--- config.mk ---
export PLATFORM = sky130hd
export DESIGN_NAME = sexpr_eval_flat
export DESIGN_NICKNAME = d
export VERILOG_FILES = /design/src/rtl/sexpr_eval_if.sv /design/src/rtl/sexpr_eval.sv /design/src/flat_wrapper.sv
export SDC_FILE = /design/constraint.sdc
export NUM_CORES = 1
export LEC_CHECK = 0
export ABC_AREA = 1
export ABC_CLOCK_PERIOD_IN_PS = 3900
export CAP_MARGIN = 20
export CELL_PAD_IN_SITES_DETAIL_PLACEMENT = 1
export CELL_PAD_IN_SITES_GLOBAL_PLACEMENT = 2
export CORE_MARGIN = 2
export CORE_UTILIZATION = 29
export CTS_CLUSTER_SIZE = 28
export DETAILED_ROUTE_END_ITERATION = 10
export GPL_TIMING_DRIVEN = 0
export PLACE_DENSITY = 0.84
export REMOVE_ABC_BUFFERS = 1
export SYNTH_ARGS = -nofsm -noshare
export SYNTH_HDL_FRONTEND = slang
export SYNTH_SLANG_ARGS = --single-unit
--- constraint.sdc ---
create_clock -name clk -period 3.9 [get_ports clk]
set_input_delay 0.39 -clock clk [delete_from_list [all_inputs] [get_ports clk]]
set_output_delay 0.39 -clock clk [all_outputs]
set_load 0.01 [all_outputs]
--- src/rtl/sexpr_eval_if.sv ---
// rtl/sexpr_eval_if.sv - token stream in / BUS result out handshake bundle for sexpr_eval
interface sexpr_eval_if #(
    parameter int DEPTH = 16,
    parameter int CW    = 5
);
    logic             in_valid;
    logic             in_ready;
    logic [7:0]       in_tok;
    logic             out_valid;
    logic             out_ready;
    logic [DEPTH-1:0] y;
    logic [CW-1:0]    y_count;
    logic             err;

    modport master (
        output in_valid, in_tok, out_ready,
        input  in_ready, out_valid, y, y_count, err
    );

    modport slave (
        input  in_valid, in_tok, out_ready,
        output in_ready, out_valid, y, y_count, err
    );
endinterface

--- src/rtl/sexpr_eval.sv ---
// rtl/sexpr_eval.sv - postfix logic-expression evaluator on a bit stack, emits BUS word
module sexpr_eval #(
    parameter int N_IN  = 32,
    parameter int DEPTH = 16,
    parameter int CW    = 5
) (
    input  logic            clk,
    input  logic            rst_n,
    input  logic [N_IN-1:0] in_vec,
    sexpr_eval_if.slave     bus
);
    typedef enum logic [1:0] {S_ACC, S_EMIT, S_DRAIN} state_t;

    localparam logic [2:0] OP_CONST = 3'd0;
    localparam logic [2:0] OP_VAR   = 3'd1;
    localparam logic [2:0] OP_NOT   = 3'd2;
    localparam logic [2:0] OP_AND   = 3'd3;
    localparam logic [2:0] OP_OR    = 3'd4;
    localparam logic [2:0] OP_XOR   = 3'd5;
    localparam logic [2:0] OP_MUX   = 3'd6;
    localparam logic [2:0] OP_END   = 3'd7;

    localparam logic [DEPTH-1:0] ONE  = DEPTH'(1);
    localparam logic [N_IN-1:0]  VONE = N_IN'(1);

    state_t           state, state_nx;
    logic [DEPTH-1:0] stk;
    logic [CW-1:0]    sp;
    logic [DEPTH-1:0] y_r;
    logic [CW-1:0]    y_count_r;
    logic             err_r;

    logic [2:0]       op;
    logic [4:0]       opd;
    logic             accept;
    logic [CW-1:0]    sp_m1, sp_m2, sp_m3;
    logic             t1, t2, t3;
    logic             vec_bit;
    logic             res;
    logic [CW-1:0]    wpos;
    logic [CW-1:0]    sp_new;
    logic             tok_err;
    logic [DEPTH-1:0] stk_upd;
    logic [DEPTH-1:0] low_mask;

    assign op     = bus.in_tok[7:5];
    assign opd    = bus.in_tok[4:0];
    assign accept = bus.in_valid & bus.in_ready;

    // Stack grows upward from bit 0; the top lives at sp-1.
    assign sp_m1   = sp - CW'(1);
    assign sp_m2   = sp - CW'(2);
    assign sp_m3   = sp - CW'(3);
    assign t1      = |(stk & (ONE << sp_m1));
    assign t2      = |(stk & (ONE << sp_m2));
    assign t3      = |(stk & (ONE << sp_m3));
    assign vec_bit = |(in_vec & (VONE << opd));

    // When sp == DEPTH the shift wraps to zero, giving an all-ones mask.
    assign low_mask = (ONE << sp) - ONE;

    always_comb begin
        res     = 1'b0;
        wpos    = sp;
        sp_new  = sp;
        tok_err = 1'b0;
        case (op)
            OP_CONST: begin
                res     = opd[0];
                sp_new  = sp + CW'(1);
                tok_err = (sp == CW'(DEPTH));
            end
            OP_VAR: begin
                res     = vec_bit;
                sp_new  = sp + CW'(1);
                tok_err = (sp == CW'(DEPTH)) || (32'(opd) >= N_IN);
            end
            OP_NOT: begin
                res     = ~t1;
                wpos    = sp_m1;
                tok_err = (sp < CW'(1));
            end
            OP_AND, OP_OR, OP_XOR: begin
                res     = (op == OP_AND) ? (t2 & t1) :
                          (op == OP_OR)  ? (t2 | t1) : (t2 ^ t1);
                wpos    = sp_m2;
                sp_new  = sp_m1;
                tok_err = (sp < CW'(2));
            end
            OP_MUX: begin
                res     = t1 ? t2 : t3;
                wpos    = sp_m3;
                sp_new  = sp_m2;
                tok_err = (sp < CW'(3));
            end
            default: begin
                tok_err = (sp == '0);
            end
        endcase
    end

    assign stk_upd = (stk & ~(ONE << wpos)) | ({{(DEPTH-1){1'b0}}, res} << wpos);

    always_ff @(posedge clk or negedge rst_n) begin
        if (!rst_n) begin
            state <= S_ACC;
        end else begin
            state <= state_nx;
        end
    end

    always_comb begin
        state_nx      = state;
        bus.in_ready  = (state != S_EMIT);
        bus.out_valid = (state == S_EMIT);
        case (state)
            S_ACC: begin
                if (accept) begin
                    if (op == OP_END) begin
                        state_nx = S_EMIT;
                    end else if (tok_err) begin
                        state_nx = S_DRAIN;
                    end
                end
            end
            S_DRAIN: begin
                if (accept && op == OP_END) begin
                    state_nx = S_EMIT;
                end
            end
            S_EMIT: begin
                if (bus.out_ready) begin
                    state_nx = S_ACC;
                end
            end
            default: state_nx = S_ACC;
        endcase
    end

    always_ff @(posedge clk or negedge rst_n) begin
        if (!rst_n) begin
            stk       <= '0;
            sp        <= '0;
            y_r       <= '0;
            y_count_r <= '0;
            err_r     <= 1'b0;
        end else begin
            case (state)
                S_ACC: begin
                    if (accept) begin
                        if (op == OP_END) begin
                            y_r       <= tok_err ? '0 : (stk & low_mask);
                            y_count_r <= tok_err ? '0 : sp;
                            err_r     <= tok_err;
                        end else if (!tok_err) begin
                            stk <= stk_upd;
                            sp  <= sp_new;
                        end
                    end
                end
                S_DRAIN: begin
                    if (accept && op == OP_END) begin
                        y_r       <= '0;
                        y_count_r <= '0;
                        err_r     <= 1'b1;
                    end
                end
                S_EMIT: begin
                    if (bus.out_ready) begin
                        sp <= '0;
                    end
                end
                default: ;
            endcase
        end
    end

    assign bus.y       = y_r;
    assign bus.y_count = y_count_r;
    assign bus.err     = err_r;
endmodule
--- src/flat_wrapper.sv ---
// flat-port wrapper written by rule: the top's interface ports become plain ports
module sexpr_eval_flat 
#(
    parameter int N_IN  = 32,
    parameter int DEPTH = 16,
    parameter int CW    = 5
)
  (clk, rst_n, in_vec, bus_in_valid, bus_in_tok, bus_out_ready, bus_in_ready, bus_out_valid, bus_y, bus_y_count, bus_err);
  sexpr_eval_if #(.DEPTH(DEPTH), .CW(CW)) bus_i ();
  input  logic clk;
  input  logic rst_n;
  input  logic [N_IN-1:0] in_vec;
  input wire logic [$bits(bus_i.in_valid)-1:0] bus_in_valid;
  input wire logic [$bits(bus_i.in_tok)-1:0] bus_in_tok;
  input wire logic [$bits(bus_i.out_ready)-1:0] bus_out_ready;
  output wire logic [$bits(bus_i.in_ready)-1:0] bus_in_ready;
  output wire logic [$bits(bus_i.out_valid)-1:0] bus_out_valid;
  output wire logic [$bits(bus_i.y)-1:0] bus_y;
  output wire logic [$bits(bus_i.y_count)-1:0] bus_y_count;
  output wire logic [$bits(bus_i.err)-1:0] bus_err;
  assign bus_i.in_valid = bus_in_valid;
  assign bus_i.in_tok = bus_in_tok;
  assign bus_i.out_ready = bus_out_ready;
  assign bus_in_ready = bus_i.in_ready;
  assign bus_out_valid = bus_i.out_valid;
  assign bus_y = bus_i.y;
  assign bus_y_count = bus_i.y_count;
  assign bus_err = bus_i.err;
  sexpr_eval #(.N_IN(N_IN), .DEPTH(DEPTH), .CW(CW)) u_core (.clk(clk), .rst_n(rst_n), .in_vec(in_vec), .bus(bus_i));
endmodule
==> flow_summary.ini <==
[sta]
final.setup.tns_ps = 0
relSlewSlack_pct = 51.81
fin_crit_ps = 3505
timing.fmax_mhz = 285.3
tightestPinTransition_ps = 722.8
setup_viol = 0
finalClockSkew_ps = 4.855
final-hold-violation-count = 0
rsz0062_at_grt = no
finalMaxSlewViolations = 0
finalCritPeriodShare_pct = 89.88

[cts]
htreeDepth = 2
cts_setup_buffers = 0
cts_buffers = 5
tritoncts = done
cts_root_buf = clkbuf_16
post_cts_resized = 1
holdBufCountCts = 0
cts.sinks = 45
clk_latency_ps = 290
cts_max_path_buffers = 2
path_clk_slew_ps = 60

[run_status]
status = finished, final reports clean

[floorplan]
core_area_um2 = 14480
die-area_um2 = 15750
io_pins = 68
die_x_um = 125.5
initial_core_util_pct = 29.57
row_count = 44
chipHeight_um = 125.5

[critical_path]
cp_max_fo = 16
worstSetupEndpointType = register
critPathKind = register to register
cp.required_ps = 4070
cp_slowest_stage_delay_ps = 510
cp.arrival_ps = 3670
slowest_stage = dfrtp_1
path_cells = inv_1 > ha_2 > clkinv_1 > nand3_1 > nand2_1 > nor2_1 > nand3_1 > nand3_1 > inv_1 > ha_1 > or2_2 > a31oi_1 > nand2_2 > o21ai_0 > nand2_1
path_common_cell = nand3_1
cp_top_family = simple AND/OR/NAND/NOR gates
start_kind = register
worst-r2r-setup-slack_ps = 390
critPathBufInv = 3

[logic_synthesis]
synthCells = 698
synth-simple-area-share_pct = 46.35
synthMuxAreaShare_pct = 0
synth_top_area_share_pct = 26.30
synth-compound-area-share_pct = 10.29
avgSynthCellArea_um2 = 6.134
ys_seq_area_share_pct = 26.30
syn_area_um2 = 4282
synth_seq_cells = 45
synth_xor_area_share_pct = 3.273
yosys-top-cells-area = dfrtp_1 (26%), nand2_1 (17%), nand3_1 (9.8%)
ys_types = 35
synth_fa_ha_area_share_pct = 4.383
yosys.area.top_type = dfrtp_1
synth_top_family_by_area = simple AND/OR/NAND/NOR gates
synth_warnings = 0

[detailed_routing]
ant_nets = 0
via_per_inst = 5.153
wirelength_mm = 15.17
routedWlPerCell_um = 16.26
drtIter0Drc = 246
vias = 4808
dr.pass1.iters = 4
drc = 0

[global_route]
antenna_found_initial = 0
grt_first_pass_wirelength_mm = 25.23
grt_max_degree = 31
grt-ovfl-total = 0
grt_use_total_pct = 19.44
grt_pass1_vias = 4871

[pwr]
power_density_nw_per_um2 = 654.5
leakagePower_nw = 2.551
ir_drop_v = 0.0002160

[placement]
routabilityCongestion = 0.8680
placedCellCount = 927
io_buffer_count = 67
dp_hpwl_mm = 12.08

[finish]
multi_input_area_um2 = 2758
fin_nets = 809
fill_cells = 1900
drive_gt1_share_pct = 5.474
layout.area.seq_um2 = 1127
diodes = 0
fin_cells = 933
syn_to_final_growth_pct = 21.48

[hold_path]
hold_path.class = input pin to asynchronous set/reset pin

[job]
drv_cap = 0
==> Yosys cell counts, drive strengths merged <==
library cell,instances
nand2,200
nor2,112
nand3,86
inv,71
o21ai,63
dfrtp,45
nand4,31
buf,17
ha,15
nor3,15
xor2,14
a21oi,9
clkbuf,6
o22ai,3
a31oi,2
o211ai,2
o221ai,2
xnor2,2
a22o,1
clkinv,1
or2,1
==> routing by layer <==
metal	part of all wire, %	GRT usage, %	vias up
met2	47	32.69	76
met3	3.6	2.824	14
met5	0	0	-
met1	49	27.00	2338
li1	-	-	2380
met4	1.0	3.007	0
==> cell families after synthesis <==
family	count (synthesis)
AND/OR/NAND/NOR	445
adder cells (fa/ha/maj)	15
buffers and inverters	95
flip-flops	45
AO/OA/AOI/OAI	82
XOR/XNOR	16
==> per-stage QoR <==
stage | total power (W) | area (um^2) | hold slack [ps] | util [%] | setup WS [ps]
2_1_floorplan | 0.002234 | 4149 | 94.41 | - | 930.7
3_3_place_gp | 0.002923 | 5050 | 463.2 | 34.88 | 8.089
3_5_place_dp | 0.002998 | 5065 | 373.5 | 34.98 | -99.24
4_1_cts | 0.003418 | 5196 | 67.83 | 35.89 | 116.9
5_1_grt | 0.003739 | 5201 | 82.97 | 35.92 | 43.00
6_report | 0.003404 | 5201 | 48.82 | 35.92 | 394.8
==> worst reg2reg max path, stage by stage (launching register included) <==
cell and delay, ps:
dfrtp_1 510, inv_1 270, ha_2 490, clkinv_1 250, nand3_1 140, nand2_1 70
nor2_1 90, nand3_1 110, nand3_1 170, inv_1 70, ha_1 170, or2_2 290
a31oi_1 210, nand2_2 230, o21ai_0 240, nand2_1 80
==> where the power goes <==
part / internal (W) / switching (W) / total (W) / leakage (nW)
Clock: 0.000229 / 0.000174 / 0.000403 / 0.0655
Combinational: 0.000709 / 0.00143 / 0.00213 / 1.88
Sequential: 0.000601 / 0.000266 / 0.000867 / 0.608
==> path summary, 6_finish.rpt <==
check | from | to | cells past startpoint
hold reg to reg | u_core.bus.y[6]$_DFFE_PN0P_ | u_core.bus.y[6]$_DFFE_PN0P_ | 2
setup reg to reg | u_core.sp[1]$_DFFE_PN0P_ | u_core.stk[11]$_DFFE_PN0P_ | 15
setup / recovery | u_core.sp[1]$_DFFE_PN0P_ | u_core.stk[11]$_DFFE_PN0P_ | 15
hold / removal | rst_n | u_core.bus.y[6]$_DFFE_PN0P_ | 1
min in group clk | u_core.bus.y[6]$_DFFE_PN0P_ | u_core.bus.y[6]$_DFFE_PN0P_ | 2
max in group asynchronous | rst_n | u_core.stk[12]$_DFFE_PN0P_ | 2
==> sequential cells by signal (all words and copies together) (netlist names) <==
signal / flops
u_core.stk: 16
u_core.bus.err: 1
u_core.bus.y_count: 5
u_core.sp: 5
u_core.bus.y: 16
u_core.state: 2
==> cell type report <==
cell class | instances | share of cell area (%)
Multi-Input combinational cell | 558 | 53.02
Sequential cell | 45 | 21.67
Timing Repair Buffer | 68 | 13.18
Inverter | 72 | 5.196
Clock buffer | 5 | 2.406
Tap cell | 184 | 4.426
Clock inverter | 1 | 0.09622
==> placed cells by master (no fill, tap or decap), drive strengths merged <==
cell type,netlist,routed
inv,71,71
buf,17,2
xor2,14,14
dfrtp,45,45
o211ai,2,2
nor2,112,112
nor3,15,15
o22ai,3,3
nand2,200,200
o221ai,2,2
a21oi,9,9
clkbuf,6,5
o21ai,63,63
xnor2,2,2
a31oi,2,2
clkdlybuf4s50,0,66
a22o,1,1
nand4,31,31
clkinv,1,2
nand3,86,86
ha,15,15
or2,1,1
No activity file was read; power rests on OpenSTA's default activity.
